$ cat src/rtl/alu_issue_queue.sv
// Instruction FIFO feeding an accumulator ALU one instruction at a time, with the
// ALU result returned on a valid/ready port once the ALU latency has elapsed.
module alu_issue_queue #(
    parameter int         DEPTH   = 8,
    parameter int         WIDTH   = 8,
    parameter int         ALU_LAT = 1,
    parameter logic [3:0] IDLE_OP = 4'h0
) (
    input  logic                       clk,
    input  logic                       rst_n,
    input  logic                       in_valid,
    output logic                       in_ready,
    input  logic [3:0]                 in_opcode,
    input  logic [WIDTH-1:0]           in_a,
    input  logic [WIDTH-1:0]           in_b,
    output logic [3:0]                 alu_opcode,
    output logic [WIDTH-1:0]           alu_a,
    output logic [WIDTH-1:0]           alu_b,
    input  logic [WIDTH-1:0]           alu_result,
    output logic                       out_valid,
    input  logic                       out_ready,
    output logic [WIDTH-1:0]           out_data,
    output logic [3:0]                 out_opcode,
    output logic [$clog2(DEPTH+1)-1:0] count,
    output logic                       busy,
    output logic                       err_illegal
);
    localparam int AW = $clog2(DEPTH);
    localparam int CW = $clog2(DEPTH+1);
    localparam int LW = (ALU_LAT > 1) ? $clog2(ALU_LAT) : 1;

    localparam logic [1:0] S_IDLE  = 2'd0;
    localparam logic [1:0] S_ISSUE = 2'd1;
    localparam logic [1:0] S_WAIT  = 2'd2;
    localparam logic [1:0] S_RESP  = 2'd3;

    typedef struct packed {
        logic [3:0]       opcode;
        logic [WIDTH-1:0] a;
        logic [WIDTH-1:0] b;
    } instr_t;

    localparam instr_t IDLE_INSTR = '{opcode: IDLE_OP, a: '0, b: '0};

    instr_t           mem_q [DEPTH];
    instr_t           head, iss_q, iss_d;
    logic [AW-1:0]    wr_ptr_q, wr_ptr_d, rd_ptr_q, rd_ptr_d;
    logic [CW-1:0]    count_q, count_d;
    logic [1:0]       state_q, state_d;
    logic [3:0]       op_q, op_d;
    logic [LW-1:0]    wait_cnt_q, wait_cnt_d;
    logic             out_valid_q, out_valid_d;
    logic [WIDTH-1:0] out_data_q, out_data_d;
    logic [3:0]       out_opcode_q, out_opcode_d;
    logic             err_q, err_d;
    logic             push, pop, head_legal;

    assign in_ready   = (count_q < CW'(DEPTH));
    assign push       = in_valid && in_ready;
    assign head       = mem_q[rd_ptr_q];
    assign head_legal = (head.opcode <= 4'd8);

    always_comb begin
        state_d      = state_q;
        iss_d        = IDLE_INSTR;
        op_d         = op_q;
        wait_cnt_d   = wait_cnt_q;
        out_valid_d  = out_valid_q;
        out_data_d   = out_data_q;
        out_opcode_d = out_opcode_q;
        err_d        = 1'b0;
        pop          = 1'b0;
        case (state_q)
            S_IDLE: begin
                if (count_q != '0) begin
                    pop = 1'b1;
                    if (head_legal) begin
                        iss_d   = head;
                        op_d    = head.opcode;
                        state_d = S_ISSUE;
                    end else begin
                        err_d = 1'b1;
                    end
                end
            end
            S_ISSUE: begin
                wait_cnt_d = '0;
                state_d    = S_WAIT;
            end
            S_WAIT: begin
                if (wait_cnt_q == LW'(ALU_LAT-1)) begin
                    out_data_d   = alu_result;
                    out_opcode_d = op_q;
                    out_valid_d  = 1'b1;
                    state_d      = S_RESP;
                end else begin
                    wait_cnt_d = wait_cnt_q + 1'b1;
                end
            end
            default: begin
                if (out_ready) begin
                    out_valid_d = 1'b0;
                    // An illegal head is left for IDLE to discard and flag.
                    if (count_q != '0 && head_legal) begin
                        pop     = 1'b1;
                        iss_d   = head;
                        op_d    = head.opcode;
                        state_d = S_ISSUE;
                    end else begin
                        state_d = S_IDLE;
                    end
                end
            end
        endcase
        rd_ptr_d = rd_ptr_q + AW'(pop);
        wr_ptr_d = wr_ptr_q + AW'(push);
        count_d  = count_q + CW'(push) - CW'(pop);
    end

    always_ff @(posedge clk) begin
        if (push) mem_q[wr_ptr_q] <= '{opcode: in_opcode, a: in_a, b: in_b};
    end

    always_ff @(posedge clk or negedge rst_n) begin
        if (!rst_n) begin
            state_q      <= S_IDLE;
            iss_q        <= IDLE_INSTR;
            op_q         <= '0;
            wait_cnt_q   <= '0;
            out_valid_q  <= 1'b0;
            out_data_q   <= '0;
            out_opcode_q <= '0;
            err_q        <= 1'b0;
            rd_ptr_q     <= '0;
            wr_ptr_q     <= '0;
            count_q      <= '0;
        end else begin
            state_q      <= state_d;
            iss_q        <= iss_d;
            op_q         <= op_d;
            wait_cnt_q   <= wait_cnt_d;
            out_valid_q  <= out_valid_d;
            out_data_q   <= out_data_d;
            out_opcode_q <= out_opcode_d;
            err_q        <= err_d;
            rd_ptr_q     <= rd_ptr_d;
            wr_ptr_q     <= wr_ptr_d;
            count_q      <= count_d;
        end
    end

    assign alu_opcode  = iss_q.opcode;
    assign alu_a       = iss_q.a;
    assign alu_b       = iss_q.b;
    assign out_valid   = out_valid_q;
    assign out_data    = out_data_q;
    assign out_opcode  = out_opcode_q;
    assign count       = count_q;
    assign busy        = (state_q != S_IDLE) || (count_q != '0);
    assign err_illegal = err_q;
endmodule

$ cat config.mk
export PLATFORM = sky130hd
export DESIGN_NAME = alu_issue_queue
export DESIGN_NICKNAME = d
export VERILOG_FILES = /design/src/rtl/alu_issue_queue.sv
export SDC_FILE = /design/constraint.sdc
export NUM_CORES = 1
export LEC_CHECK = 0
export CAP_MARGIN = 15
export CORE_ASPECT_RATIO = 0.9
export CORE_MARGIN = 5
export CORE_UTILIZATION = 50
export DETAILED_ROUTE_END_ITERATION = 12
export PLACE_DENSITY = 0.71
export SYNTH_ARGS = -nofsm -noshare
export SYNTH_HDL_FRONTEND = slang
export SYNTH_SLANG_ARGS = --single-unit
$ cat constraint.sdc
create_clock -name clk -period 3.5 [get_ports clk]
set_clock_uncertainty 0.1 [all_clocks]
set_input_delay 0.7 -clock clk [delete_from_list [all_inputs] [get_ports clk]]
set_output_delay 0.7 -clock clk [all_outputs]
set_load 0.005 [all_outputs]
======== After elaboration in Yosys (flattened, before gate mapping) ========
Memories as Yosys holds them, arrays and structs flattened.
Index checks and enable logic that the tools add are counted.
operators by class
  add/subtract/negate cells ............... 5
  order comparisons ....................... 2
  equality and inequality tests ........... 5
  mux-type cells .......................... 30
  bitwise logic cells ..................... 3
  reductions and logical operators ........ 17
operators by type and width
  operator                                               number
  two-way mux 20 bit                                     4
  one-hot mux 20 bit (2 select lines)                    1
  two-way mux 4 bit                                      4
  two-way mux 1 bit                                      12
  nonzero test 2 bit                                     5
  two-way mux 2 bit                                      4
  one-hot mux 4 bit (2 select lines)                     1
  nonzero test 4 bit                                     2
  adder 3 x 1 -> 3 bit                                   2
  inequality test 2 bit, second input constant           3
  one-hot mux 1 bit (2 select lines)                     3
  one-hot mux 2 bit (3 select lines)                     1
  AND reduction 5 bit                                    1
  adder 4 x 1 -> 4 bit                                   1
  less-or-equal comparator 4 bit, second input constant  1
  less-than comparator 4 bit, second input constant      1
  AND reduction 4 bit                                    1
  OR reduction 2 bit                                     2
  subtractor 4 x 1 -> 4 bit                              1
  inverter 1 bit                                         3
  AND reduction 3 bit                                    1
  == test 2 x 1 -> 1 bit, second input constant          1
  == test 2 bit, second input constant                   1
  logical AND 1 bit                                      2
  other kinds (4)                                        4
word-level totals
  flip-flop bits (word level) ............. 51
  RAM bits ................................ 160
  bits of input ports ..................... 32
  output and inout bits ................... 40
  word-level logic and storage cells ...... 76
  memories kept ........................... 1
memory list
  name   words  width  read ports  clocked after Yosys merged registers in  write ports  line  source
  mem_q  8      20     1           0                                        1            45    instr_t mem_q [DEPTH];

======== Logic depth before layout (Yosys ltp) ========
Gate-level depths: netlist (run 1).
An unclocked memory read counts as a cell.
  depth after elaboration ................. 7
  gate-level depth with buffers ........... 12

======== Worst setup path before layout (run 1) ========
No wires, ideal clock.
  path type ............................... input to register
  start point ............................. input port in_valid
  end point ............................... memory mem_q[0][0] (netlist bit), enable pin
  setup time .............................. 422 ps
  data arrival time ....................... 2458 ps
  required time ........................... 2978 ps
  slack ................................... 520 ps
  stages .................................. 3
  buffers on the path ..................... 0
  path through ............................ nor2b_1 -> nand2b_1 -> nor3_1
on the way
  word-level cells in the longest chain between the ends .. 3
RTL lines
  element                                  line  source
  from (decl)                              11    input logic in_valid,
  logical AND 1 bit                        59    assign push = in_valid && in_ready;
  two-way mux 1 bit                        121   if (push) mem_q[wr_ptr_q] <= '{opcode: in_opcode, a: in_a, b: in_b};
  two-way mux 1 bit (implied by the code)  121
  to (decl)                                45
No other way between the ends.

======== Worst setup path in the final report (run 1) ========
  start point ............................. register rd_ptr_q[2]
  end point ............................... register count_q[2], in the netlist count[2]
on the way
  word-level cells in the longest chain between the ends .. 7
RTL lines
  element                             line  source
  from (decl)                         47    logic [AW-1:0] wr_ptr_q, wr_ptr_d, rd_ptr_q, rd_ptr_d;
  from (signal assigned)              146   rd_ptr_q <= rd_ptr_d;
  memory (8 x 20 bit)                 --
  less-or-equal comparator 4 bit      61    assign head_legal = (head.opcode <= 4'd8);
  logical AND 1 bit                   104   if (count_q != '0 && head_legal) begin
  two-way mux 1 bit                   104
  two-way mux 1 bit                   101   if (out_ready) begin
  one-hot mux 1 bit (2 select lines)  73    case (state_q)
  subtractor 4 x 1 -> 4 bit           117   count_d = count_q + CW'(push) - CW'(pop);
  via count_d[2]                      48    logic [CW-1:0] count_q, count_d;
  to (signal assigned)                148   count_q <= count_d;
  to (decl)                           48
The timed path passes the listed nets, and every way through them passes these cells.
A chain may end at the register's enable or synchronous reset.

==> results of run 1 <==
-- kinds of logic (layout without fill, tap and decap cells) --
family          Yosys count  count (layout)
compound gates           14              14
xor+xnor                  4               4
fa+ha+maj                14              14
buf+inv                  27             141
flops                   210             210
mux                      73              73
simple gates             58              58
-- per-stage QoR --
step	worst slack [ps]	util	instance area [um^2]
final	479	0.614	9870
after global routing	171	0.614	9870
after CTS	482	0.614	9870
after detailed placement	491	0.570	9160
after global placement	604	0.570	9160
after floorplan	520	-	8130
-- state kept, by name (all words and copies together), names as in the netlist, 2 cells and up --
signal / count
out_opcode: 4
mem_q: 160
alu_b: 8
state_q: 2
alu_a: 8
count: 4
alu_opcode: 4
op_q: 4
out_data: 8
wr_ptr_q: 3
rd_ptr_q: 3
-- metal layers --
metal  share of wire  up-vias
met3           0.090       25
met5               0        -
li1                -     1766
met4           0.019        0
met2            0.48      164
met1            0.41     1975
-- layout make-up --
type                            count  area [um^2]  area share
Tap cell                          207          259      0.0262
Timing Repair Buffer               89          841      0.0852
Inverter                           12         45.0     0.00456
Clock inverter                     17          163      0.0165
Clock buffer                       23          554      0.0561
Multi-Input combinational cell    163         1950       0.198
Sequential cell                   210         6060       0.613
-- power breakdown --
part / internal, uW / switching [uW]
logic: 1430 / 1310
clock network: 1310 / 930
registers: 3160 / 222
total: 5890 / 2470
-- worst reg2reg max path, cell delays in order (launching register included) --
cell and delay, ps:
dfrtp_1 500, mux4_2 580, mux2i_4 240, a31oi_2 190, o22ai_1 260, ha_1 280
inv_1 60, ha_1 150, inv_1 50, fa_1 370, xnor2_1 130
-- placed cells by master, fill, tap and decap left out, drive strengths merged, types with 2 or more instances in the layout --
cell type / netlist / final
edfxtp: 160 / 160
clkinvlp: 0 / 2
nand2b: 5 / 5
inv: 12 / 12
xor2: 3 / 3
bufinv: 0 / 2
a21oi: 4 / 4
clkbuf: 3 / 23
mux2: 13 / 13
nor3: 6 / 6
mux2i: 20 / 20
ha: 13 / 13
mux4: 40 / 40
clkdlybuf4s50: 0 / 70
nor2: 29 / 29
nand2: 11 / 11
o2bb2ai: 3 / 3
nand3: 2 / 2
dfrtp: 50 / 50
buf: 12 / 19
clkinv: 0 / 13
-- how the worst max path moves through the flow --
stage / endpoint / from / slack [ps] / cells after the start
5_1_grt: count[3]$_DFF_PN0_ / rd_ptr_q[2]$_DFF_PN0_ / 170 / 10
3_5_place_dp: count[2]$_DFF_PN0_ / rd_ptr_q[2]$_DFF_PN0_ / 490 / 10
6_report: count[2]$_DFF_PN0_ / rd_ptr_q[2]$_DFF_PN0_ / 480 / 10
4_1_cts: count[2]$_DFF_PN0_ / rd_ptr_q[1]$_DFF_PN0_ / 480 / 10
2_1_floorplan: mem_q[0][0]$_DFFE_PP_ / in_valid / 520 / 3
3_3_place_gp: count[1]$_DFF_PN0_ / rd_ptr_q[1]$_DFF_PN0_ / 600 / 10
==> metrics.md, run 1 <==
| Metric | Value |
|---|---|
| Outcome | finished clean |
| Worst Hold Slack | 32.0 ps |
| Number of levels the H-tree was split into | 1 |
| Async set-or-reset flop fraction in the synthesized netlist | 0.238 |
| Most Crowded Layer GR | met2 |
| Number of different library cells in the post-synthesis netlist | 40 |
| Post-synthesis register bit count | 210 |
| Reg2Reg Launch Point | rd_ptr_q[2]$_DFF_PN0_ |
| Cell types with the highest counts after synthesis | edfxtp_1, dfrtp_1, mux4_2, nor2_1, mux2i_1 |
| Count of boundary I/O pins | 72 |
| Clock root buffer | clkbuf_16 |
| Fraction of synthesized cell area in xor and xnor cells | 0.00431 |
| Total instance count after detailed placement | 681 |
| Sinks on Clock Net | 210 |
| Dominant combinational cell family by area after synthesis | multiplexers |
| Vias | 3930 |
| PwrDens | 847 mW/mm^2 |
| Share of Yosys cell area claimed by the top area cell type | 0.591 |
| Total setup violations reported at the end of the flow | 0 |
| Startpoint kind of the worst setup timing path | register |
| Ordered list of cells on the worst path | mux4_2, mux2i_4, a31oi_2, o22ai_1, ha_1, inv_1, ha_1, inv_1, fa_1, xnor2_1 |
| Leakage power of the design | between 0.003 and 0.004 uW |
| Number of clock buffers inserted by TritonCTS | 22 |
| Number of placement rows | 44 |
| ANT cells | 0 |
| Ratio of routed vias to standard cells | 5.45 |
| Area fraction in compound gates after synthesis | 0.0131 |
| Setup repair after global routing missed its margin | no |
| Cell count of the worst reg-to-reg path | 10 |
| Multiplexer share of the synthesized area | 0.159 |
| Initial detailed-routing violation count | 253 |
| Die footprint | approximately 0.019 mm^2 |
| Total detailed-routing wirelength | 14900 um |
| Met3 capacity usage during global routing | 0.0313 |
| Residual antenna-violating net count after detailed routing | 0 |
| Fraction of final layout cells with drive strength greater than 1 | 0.253 |
| Register-to-Register Setup Slack | between 400 and 500 ps |
| Critical path data required time | roughly 3800 ps |
| Average wire length per cell after detail routing | 20.6 um |
| Clock period minus final worst setup slack | 3020 ps |
| Met1 demand-to-capacity share in global routing | 0.233 |
| Chip Height | 131 um |
| Cell taking the most area after synthesis | edfxtp_1 |
| Power Total | 8360 uW |
| Met2 usage in global routing | 0.272 |
| CTS hold repair buffers | 0 |
| Arithmetic-cell share of the synthesized area counting full adders, half adders and majority gates | 0.0225 |
| Number of global-route vias before repair | 4217 |
| Worst ir drop on vdd | 0.000499 V |
| Cell area after synthesis | 0.00813 mm^2 |
| Core Box Area | 0.0161 mm^2 |
| Worst EP arrival | 3300 ps |
| DIE WIDTH | between 100 and 150 um |
| Timing-limited maximum frequency | 0.331 GHz |
| Critical Path Max Stage Delay | 570 ps |
| Count of filler cells inserted in the layout | around 1200 |
| Summed negative setup slack over all endpoints | 0 ps |
| Most frequent cell after synthesis | edfxtp_1 |
| Count of flip-flops with a built-in enable after synthesis | 160 |
| Fin crit share | 0.863 |
| Remaining routing DRC violations | 0 |
| Final layout net count | 544 |
| TritonCTS clock tree | yes |
| Max clock buf depth | 3 |
| Classification of the worst setup path | reg2reg |
| Predominant post-synthesis flop cell | edfxtp_1 |
| Non-filler cells in the finished layout | 721 |
| Global-route wire length before repair | 23700 um |
| Count of final hold-check violations | 0 |
| Critical Path Sink Type | register |
| Portion of the post-synthesis area used by sequential elements | 0.745 |
| Post-synthesis simple-gate area fraction | 0.0392 |
| Type of the worst min-delay path | in2async |
| Total congestion overflow | 0 |
| Maximum fanout encountered on the critical timing path | 7 |
| Transition at the pin with the smallest max-transition slack | 667 ps |
| Post-synthesis cell count | 400 |
| Worst path top cell family by delay | multiplexers |
| Antenna violations before repair | 0 |
| Max-cap check violation count | 0 |
| Buffers on Ports | 71 |
| Pins over their slew limit | 0 |
| Post-DP HPWL | 8800 um |
| Critical-path cell with the highest stage delay | mux4_2 |
| Warning count from the yosys run | 0 |
| Maximum number of pins on one net before global-route repair | 38 |
| Number of buffer and inverter instances along the worst setup path | 2 |
| Post_cts resized | 0 |
| Synth-to-layout area growth | 21.4% |
| Most area-consuming cells after synthesis | edfxtp_1, dfrtp_1, mux4_2 |
| Number of buffers inserted to repair setup after CTS | 0 |
| Clock-pin slew on the worst setup and hold paths | 60 ps |
| GPL Wtd Cong | 0.734 |
| Capturing point of the worst reg2reg path | count[2]$_DFF_PN0_ |
| Starting Density | 0.506 |
| Post-synth net total | 446 |
| Average cell area after synthesis | 20.3 um^2 |
| Total routing usage reported by global routing | 0.166 |
| 1st-pass router iterations | 5 |
| Clock latency on the worst-skew pair | 500 ps |
| Headroom to the max-slew limit | 0.556 |
Note: power is estimated with default switching activity, not from simulation.
==> inputs of run 2 (changes only) <==
CTS_CLUSTER_DIAMETER = 200   (was unset)
PLACE_DENSITY = 0.74   (was 0.71)
==> metrics.md, run 2 (synthesis gave the netlist of run 1 again) <==
| Metric | Value |
|---|---|
| ANT cells | 0 (unchanged) |
| Ratio of routed vias to standard cells | 5.48 (+0.60%) |
| Non-filler cells in the finished layout | 718 (-0.42%) |
| Remaining routing DRC violations | 0 (unchanged) |
| Post-DP HPWL | 9120 um (+3.6%) |
| Worst ir drop on vdd | 0.000486 V (-2.7%) |
| Type of the worst min-delay path | in2async |
| Fraction of final layout cells with drive strength greater than 1 | 0.231 (-0.0220) |
| CTS hold repair buffers | 0 (unchanged) |
| Classification of the worst setup path | reg2reg |
| Summed negative setup slack over all endpoints | 0 ps (unchanged) |
| Clock latency on the worst-skew pair | 490 ps (about the same) |
| Number of levels the H-tree was split into | 1 (unchanged) |
| Number of buffer and inverter instances along the worst setup path | 2 (unchanged) |
| Buffers on Ports | 71 (unchanged) |
| Ordered list of cells on the worst path | mux4_2, mux2i_4, a31oi_2, o22ai_1, ha_1, inv_1, ha_1, inv_1, fa_1, xnor2_1 |
| Global-route wire length before repair | 23600 um (-0.44%) |
| DIE WIDTH | 144 um (unchanged) |
| Worst path top cell family by delay | multiplexers |
| Post-route setup slack | 285 ps (-194 ps) |
| Transition at the pin with the smallest max-transition slack | 833 ps (+167 ps) |
| Final layout net count | 542 (-0.37%) |
| Number of buffers inserted to repair setup after CTS | 0 (unchanged) |
| Critical Path Max Stage Delay | 660 ps (+90 ps) |
| Max clock buf depth | 3 (unchanged) |
| Count of final hold-check violations | 0 (unchanged) |
| Clock period minus final worst setup slack | 3220 ps (+194 ps) |
| Largest register FFs | 160 (unchanged) |
| Core Box Area | 0.0161 mm^2 (unchanged) |
| Sinks on Clock Net | 210 (unchanged) |
| Die footprint | 0.0189 mm^2 (unchanged) |
| Outcome | finished clean |
| Leading cell types in the layout, fill and taps excluded | edfxtp_1, clkdlybuf4s50_1, dfrtp_1 |
| Clock root buffer | clkbuf_16 |
| Pins over their slew limit | 0 (unchanged) |
| Commonest non-fill, non-tap cell in the layout | edfxtp_1 |
| GPL Wtd Cong | 0.740 (+0.90%) |
| Max-cap check violation count | 0 (unchanged) |
| Register-to-Register Setup Slack | 280 ps (-190 ps) |
| Count of boundary I/O pins | 72 (unchanged) |
| Register name with the most flops | mem_q |
| Initial detailed-routing violation count | 320 (+26%) |
| Synth-to-layout area growth | 20.3% |
| Total routing usage reported by global routing | 0.166 (-0.000515) |
| Setup repair after global routing missed its margin | no |
| Startpoint kind of the worst setup timing path | register |
| Maximum number of pins on one net before global-route repair | 37 (-2.6%) |
| Fin crit share | 0.919 (+0.0554) |
| Headroom to the max-slew limit | 0.444 (-0.111) |
| Critical-path cell with the highest stage delay | dfrtp_1 |
| PwrDens | 837 mW/mm^2 (-1.1%) |
| Chip Height | 131 um (unchanged) |
| Critical path data required time | 3760 ps (-20 ps) |
| TritonCTS clock tree | yes |
| Total congestion overflow | 0 (unchanged) |
| Critical Path Sink Type | register |
| Leakage power of the design | 0.00347 uW (-1.4%) |
| Starting Density | 0.506 (unchanged) |
| Total detailed-routing wirelength | 15000 um (+1.1%) |
| 1st-pass router iterations | 4 (-1) |
| Timing-limited maximum frequency | 0.311 GHz (-6.0%) |
| Number of global-route vias before repair | 4211 (-0.14%) |
| Average wire length per cell after detail routing | 20.9 um (+1.5%) |
| Worst Setup Slack post-DPL | 324 ps (-166 ps) |
| Post_cts resized | 0 (unchanged) |
| Maximum fanout encountered on the critical timing path | 10 (+3) |
| Worst EP arrival | 3480 ps (+180 ps) |
| Number of clock buffers inserted by TritonCTS | 21 (-4.5%) |
| Worst Hold Slack | 219 ps (+187 ps) |
| Count of filler cells inserted in the layout | 1121 (-3.7%) |
| Residual antenna-violating net count after detailed routing | 0 (unchanged) |
| Number of placement rows | 44 (unchanged) |
| Total setup violations reported at the end of the flow | 0 (unchanged) |
| Post-DP Area | 0.00915 mm^2 (about the same) |
| Total instance count after detailed placement | 680 (-0.15%) |
| Area of all placed cells without fillers | 0.00978 mm^2 (-0.94%) |
| Antenna violations before repair | 0 (unchanged) |
| Clock-pin slew on the worst setup and hold paths | 60 ps (about the same) |
| Vias | 3937 (+0.18%) |
run 2: cell type report:
class                      count  area (um^2)  area share
clock buffer                  31          573      0.0586
clock inverter                 7         58.8     0.00601
inverter                      12         45.0     0.00461
multi-input combinational    163         1950       0.200
sequential                   210         6060       0.619
tap                          207          259      0.0265
timing repair buffer          88          833      0.0852
run 2: worst paths after layout:
check	depth (start not counted)	from	end
max	10	rd_ptr_q[1]$_DFF_PN0_	count[2]$_DFF_PN0_
min	1	rst_n	out_valid$_DFFE_PN0P_
max reg2reg	10	rd_ptr_q[1]$_DFF_PN0_	count[2]$_DFF_PN0_
min reg2reg	1	out_valid$_DFFE_PN0P_	out_valid$_DFFE_PN0P_
max in group asynchronous	2	rst_n	alu_b[5]$_DFF_PN0_
min in group clk	1	out_valid$_DFFE_PN0P_	out_valid$_DFFE_PN0P_
run 2: metrics by stage:
step	total power, uW	util
after detailed placement	6210	0.569
after CTS	8290	0.608
after floorplan	5240	-
after global placement	6120	0.569
final	8190	0.608
after global routing	8680	0.608
run 2: layer usage:
layer / track usage / wire length, um
met5: 0 / 0
met1: 0.227 / 6190
met3: 0.0338 / 1240
met4: 0.0400 / 282
met2: 0.278 / 7300
run 2: where the power goes:
group          total (uW)  switching [uW]  internal, uW  leakage [uW]
Clock                2070             859          1210      0.000305
Sequential           3380             223          3160       0.00208
Combinational        2740            1320          1420       0.00108
